[src/rtl/conv_delay_line.sv]
// Multi-lane, runtime-length delay line with valid/ready flow control and full tap visibility.
// Latency: sample k leaves on out_data after push k+len_q; one register stage from sr to out_data.
// Backpressure: out_valid && !out_ready drops in_ready and freezes every stage; flush also drops in_ready.
module conv_delay_line #(
   parameter int WIDTH     = 18,
   parameter int MAX_DEPTH = 16,
   parameter int CHANNELS  = 1,
   localparam int LEN_W    = $clog2(MAX_DEPTH + 1)
) (
   input  logic                                clk,
   input  logic                                rst,
   input  logic                                flush,
   input  logic [LEN_W-1:0]                    cfg_len,
   input  logic                                in_valid,
   output logic                                in_ready,
   input  logic [WIDTH*CHANNELS-1:0]           in_data,
   output logic                                out_valid,
   input  logic                                out_ready,
   output logic [WIDTH*CHANNELS-1:0]           out_data,
   output logic [WIDTH*MAX_DEPTH*CHANNELS-1:0] taps,
   output logic [LEN_W-1:0]                    fill_count,
   output logic                                primed
);

   localparam int IDX_W = $clog2(MAX_DEPTH);

   logic [WIDTH-1:0] sr [CHANNELS][MAX_DEPTH];
   logic [LEN_W-1:0] len_q;
   logic [LEN_W-1:0] len_clamped;
   logic [IDX_W-1:0] sel;
   logic             push;

   always_comb begin
      len_clamped = cfg_len;
      if (cfg_len == '0)
         len_clamped = LEN_W'(1);
      else if (cfg_len > LEN_W'(MAX_DEPTH))
         len_clamped = LEN_W'(MAX_DEPTH);
   end

   assign in_ready = !flush && (!out_valid || out_ready);
   assign push     = in_valid && in_ready;
   assign primed   = (fill_count == len_q);
   // len_q is always in 1..MAX_DEPTH, so len_q-1 fits the stage index
   assign sel      = IDX_W'(len_q - LEN_W'(1));

   always_ff @(posedge clk) begin
      if (rst || flush) begin
         len_q      <= len_clamped;
         fill_count <= '0;
         out_valid  <= 1'b0;
         out_data   <= '0;
         for (int c = 0; c < CHANNELS; c++)
            for (int i = 0; i < MAX_DEPTH; i++)
               sr[c][i] <= '0;
      end else if (push) begin
         for (int c = 0; c < CHANNELS; c++) begin
            out_data[c*WIDTH +: WIDTH] <= sr[c][sel];
            sr[c][0] <= in_data[c*WIDTH +: WIDTH];
            for (int i = 1; i < MAX_DEPTH; i++)
               sr[c][i] <= sr[c][i-1];
         end
         out_valid <= (fill_count == len_q);
         if (fill_count != len_q)
            fill_count <= fill_count + LEN_W'(1);
      end else if (out_ready) begin
         out_valid <= 1'b0;
      end
   end

   for (genvar c = 0; c < CHANNELS; c++) begin : g_lane
      for (genvar i = 0; i < MAX_DEPTH; i++) begin : g_stage
         assign taps[(c*MAX_DEPTH + i)*WIDTH +: WIDTH] = sr[c][i];
      end
   end

   a_fill_bound : assert property (@(posedge clk) disable iff (rst) fill_count <= len_q);
   a_hold_stall : assert property (@(posedge clk) disable iff (rst)
      (out_valid && !out_ready && !flush) |=> (out_valid && $stable(out_data)));

endmodule

[config.mk]
export PLATFORM = sky130hd
export DESIGN_NAME = conv_delay_line
export DESIGN_NICKNAME = d
export VERILOG_FILES = /design/src/rtl/conv_delay_line.sv
export SDC_FILE = /design/constraint.sdc
export NUM_CORES = 1
export LEC_CHECK = 0
export BUFFER_PORTS_ARGS = -buffer_cell sky130_fd_sc_hd__buf_4
export CAP_MARGIN = 20
export CORE_MARGIN = 2
export CORE_UTILIZATION = 55
export DETAILED_ROUTE_END_ITERATION = 8
export HOLD_SLACK_MARGIN = 0.05
export PLACE_DENSITY = 0.89
export SYNTH_ARGS = -nofsm -noshare
export SYNTH_HDL_FRONTEND = slang
export SYNTH_SLANG_ARGS = --single-unit
[constraint.sdc]
create_clock -name clk -period 22 [get_ports clk]
set_input_delay 1.1 -clock clk [delete_from_list [all_inputs] [get_ports clk]]
set_output_delay 1.1 -clock clk [all_outputs]
set_load 0.05 [all_outputs]
# Yosys cells after proc, flatten, opt, wreduce, memory -nomap -nowiden

Memories as Yosys holds them, arrays and structs flattened.
Index checks and enable logic that the tools add are counted.

Add/subtract/negate cells: 2
Eq/ne operators: 2
Mux-type cells: 43
Order comparisons: 2
Reduce and logical (&&, ||, !) cells: 26
Bitwise operators: 1

Operators by type and width:

| kind                | count |
|---|---|
| $mux 288            | 16 |
| $reduce_or 288->1   | 16 |
| $bmux 18 s4         | 1 |
| $mux 18             | 2 |
| $mux 2              | 16 |
| $mux 1              | 7 |
| $add 5x1->5 const B | 1 |
| $eq 5x5->1          | 1 |
| $ge 5x5->1 const B  | 1 |
| $gt 5x5->1 const B  | 1 |
| $logic_not 5->1     | 1 |
| $mux 5              | 1 |
| $ne 5x5->1          | 1 |
| $not 4->5           | 1 |
| $sub 4x1->4 const B | 1 |
| $logic_and 1x1->1   | 2 |
| $logic_not 1->1     | 2 |
| $logic_or 1x1->1    | 2 |
| $reduce_and 2->1    | 1 |
| $reduce_bool 2->1   | 1 |
| $reduce_or 2->1     | 1 |

Register bits after elaboration: 29
Word-level logic and storage cells: 82
RAM bits: 288
Bits of input ports: 28
Output and inout bits: 314
Memories: 1

Memories:

| memory | depth | bits a word | read ports | clocked after memory_dff | write ports | line | text |
|---|---|---|---|---|---|---|---|
| sr     | 1     | 288         | 1          | 0                        | 16          | 27   | `logic [WIDTH-1:0] sr [CHANNELS][MAX_DEPTH];` |

# Longest topological paths before layout

Word-level depth: 9
Mapped depth: 11
Mapped depth without buffers: 7

# Worst setup path after synthesis

Ideal clock, no wire load.

Path kind: input-to-reg
Start point: in flush
End point: mem sr[0][0] (netlist bit), enable pin
Path slack: 14.128 ns
Data arrival time: 7.235 ns
Stages: 5
Required time: 21.363 ns
Library setup time: 0.637 ns
Path buffers: 1
Cell sequence: nor2_1 > inv_2 > a21oi_1 > clkbuf_1 > inv_1

RTL lines:

| item            | line | text |
|---|---|---|
| start, declared | 12   | `input logic flush,` |
| end, declared   | 27   |  |

# Final worst setup path

Start point: reg len_q[0]
End point: reg out_data[13]

Word-level cells in the longest chain between the ends: 5

RTL lines:

| item                                       | line | text |
|---|---|---|
| start, declared                            | 28   | `logic [LEN_W-1:0] len_q;` |
| start signal, assigned                     | 49   | `len_q <= len_clamped;` |
| $sub 4x1->4                                | 45   | `assign sel = IDX_W'(len_q - LEN_W'(1));` |
| $not 4->5 (implied by the code)            | 58   | `out_data[c*WIDTH +: WIDTH] <= sr[c][sel];` |
| $bmux 18 s4                                | 58   |  |
| $mux 18 (implied by the code) (2 in a row) | 58   |  |
| end signal, assigned by index              | 58   |  |
| end, declared                              | 19   | `output logic [WIDTH*CHANNELS-1:0] out_data,` |

No other way between the ends. The select of a mux whose other input is x is not followed.
A chain may end at the register's enable or synchronous reset.

==> impl_metrics.json <==
{
  "ant_nets": 0,
  "dp.final_hpwl_um": 25800,
  "yosys_register_bits": 317,
  "worstPathRequired_ns": 22.40,
  "die_area_um2": 26800,
  "cts_buffers": 34,
  "period_share_pct": 24.3,
  "async_flop_share_pct": 0,
  "route.met3.wl_um": 4040,
  "r2r-start": "len_q[0]",
  "path_class": "reg -> reg",
  "fin_skew_ns": 0.0189,
  "syn_nets": 1034,
  "path_max_fanout": 61,
  "wl_um": 37900,
  "slowest_delay_ns": 0.96,
  "met1_length_um": 15200,
  "start_util_pct": 56.0,
  "rsz0062_at_grt": "false",
  "yosys_most_used_dff": "edfxtp_1",
  "max_freq_mhz": 187,
  "syn_to_final_growth_pct": 27.3,
  "coreArea_um2": 25100,
  "grt_max_degree": 127,
  "synth_edf_count": 293,
  "layout_commonest_cell": "buf_4",
  "path_cells": "inv_1 -> ha_2 -> xor2_4 -> buf_4 -> buf_4 -> mux4_2 -> nand2_1 -> nand2_1 -> a221o_1",
  "clock_latency_ns": 0.51,
  "cp-startpoint": "len_q[0]",
  "r2r-end": "out_data[13]",
  "reg2regPathDepth": 9,
  "vias_per_cell": 5.81,
  "slew_viol_final": 0,
  "dr.pass1.iters": 5,
  "drive_gt1_share_pct": 32.4,
  "cts_tree": "done",
  "maxSlewHeadroom_pct": 28.8,
  "nets": 1357,
  "hp-class": "reg -> reg",
  "final-setup-viol-count": 0,
  "drv_cap": 0,
  "gp_congestion": 0.910,
  "ff2ff_setup_slack_ns": 16.66,
  "dp.cells": 1618,
  "power_density_nw_per_um2": 85.0,
  "drt-initial-drc-count": 1066,
  "leakagePower_nw": 7.73,
  "wl_per_cell_um": 22.6,
  "grt_pass1_wl_um": 56300,
  "ir_drop_uv": 57.9,
  "clkSlewWorstSetupHoldPaths_ns": 0.06,
  "wl_met2_um": 17400,
  "num_vias": 9765,
  "final_cells": 1680,
  "grt_overflow_total": 0,
  "yosys_warnings": 0,
  "cts_max_level": 2,
  "postCtsHoldBufs": 0,
  "cts_root_buf": "clkbuf_16",
  "status": "finished clean",
  "cp_slowest_cell": "edfxtp_1",
  "portBuffers": 341,
  "grt_pass1_vias": 9561,
  "syn_inst": 1002,
  "arrival_ns": 5.74,
  "rows": 58,
  "cts_resized": 0,
  "antenna_found_initial": 0,
  "cts.path.max_buffers": 3,
  "die_w_um": 164,
  "crit_end": "out_data[13]",
  "grt.total_usage_pct": 27.8,
  "setup_tns_ns": 0,
  "synth_cell_type_count": 32,
  "mostFrequentLayoutCells": "348 x buf_4, 293 x and2_1, 293 x edfxtp_1",
  "drcViolationCount": 0,
  "dieHeight_um": 164,
  "cp-end-kind": "flop",
  "post_cts_buffers": 0,
  "worstSetupStartpointType": "flop",
  "top_layer_used": "met4",
  "synth_area_um2": 14000,
  "io_pins": 342,
  "n_antenna_cell": 0,
  "worst_pin_slew_ns": 1.07,
  "syn_avg_cell_area_um2": 14.0,
  "hold_viol": 0,
  "layout_min_cycle_time_ns": 5.34,
  "clock_sinks": 317,
  "ys_seq_area_share_pct": 66.0
}
[state kept, by name, summed over array words and instances (netlist names)]
signal,cells
len_q,5
fill_count,5
sr,288
out_valid,1
out_data,18
[area by class of cell]
type                       count  area, um^2
clock inverter                10        42.5
inverter                       7        33.8
timing repair buffer         351        2660
clock buffer                  51         978
multi-input combinational    614        4480
tap                          330         413
sequential                   317        9280
fill                        1695        7230
[metal layers]
layer  vias up  GRT usage [%]
met1      4838           39.0
met3        84           7.75
met2       569           41.6
met4         0           10.7
li1       4274              -
met5         -              0
[synth_stat cells, drive strengths merged, types with 2 or more instances]
master | count | share of area (%)
a32o | 34 | 2.4
ha | 4 | 0.36
clkbuf | 51 | 1.4
edfxtp | 293 | 63
mux2i | 36 | 2.6
nor2 | 9 | 0.24
nor2b | 2 | 0.089
xor2 | 7 | 0.57
nand2 | 132 | 3.5
inv | 7 | 0.19
xnor2 | 4 | 0.25
a2111oi | 2 | 0.12
a21o | 2 | 0.11
and2 | 293 | 13
mux4 | 36 | 5.8
a221o | 17 | 1.2
buf | 13 | 0.73
dfxtp | 24 | 3.4
nand3 | 5 | 0.18
nor3 | 20 | 0.71
a21oi | 4 | 0.14
[cells by family (layout without fill, tap and decap cells)]
group                    after synthesis  after routing  share of synthesized area [%]
AND/OR/NAND/NOR                      465            465                           18.0
adder cells (fa/ha/maj)                4              4                          0.356
buffers and inverters                 71            419                           2.28
XOR/XNOR                              11             11                          0.819
multiplexers                          72             72                           8.34
flip-flops                           317            317                           66.0
AO/OA/AOI/OAI                         62             62                           4.19
[worst min-delay path by stage]
stage	from	end	depth (start not counted)
floorplan	out_data[16]	out_data[16]	2
global placement	out_data[16]	out_data[16]	2
detailed placement	out_data[16]	out_data[16]	2
CTS	out_data[16]	out_data[16]	2
global route	out_data[10]	out_data[10]	1
finish	out_data[16]	out_data[16]	2
[worst max-delay path: cells and delay by family, from the launching register on]
kind,cells,cell delay [ns]
AO/OA/AOI/OAI,1,0.32
flip-flops,1,0.96
buffers and inverters,3,1.96
XOR/XNOR,1,0.69
AND/OR/NAND/NOR,2,0.18
multiplexers,1,0.61
adder cells (fa/ha/maj),1,0.43
[per-stage QoR]
step	hold WS (ns)	worst slack (ns)	power (W)	utilization (%)	area [um^2]
2_1_floorplan	0.686	14.13	0.000920	-	14000
3_3_place_gp	0.457	16.73	0.000994	67.0	16800
3_5_place_dp	0.469	16.59	0.000999	67.1	16800
4_1_cts	0.484	16.53	0.00152	71.1	17900
5_1_grt	0.516	16.24	0.00156	71.2	17900
6_report	0.485	16.66	0.00152	71.2	17900
[report_power, final]
group | switching (W) | leakage [nW] | total, W | internal [W]
Combinational | 0.000186 | 3.64 | 0.000275 | 0.0000897
Sequential | 0.0000276 | 3.60 | 0.000713 | 0.000685
Clock | 0.000225 | 0.489 | 0.000532 | 0.000307
Note: power is estimated with default switching activity, not from simulation.
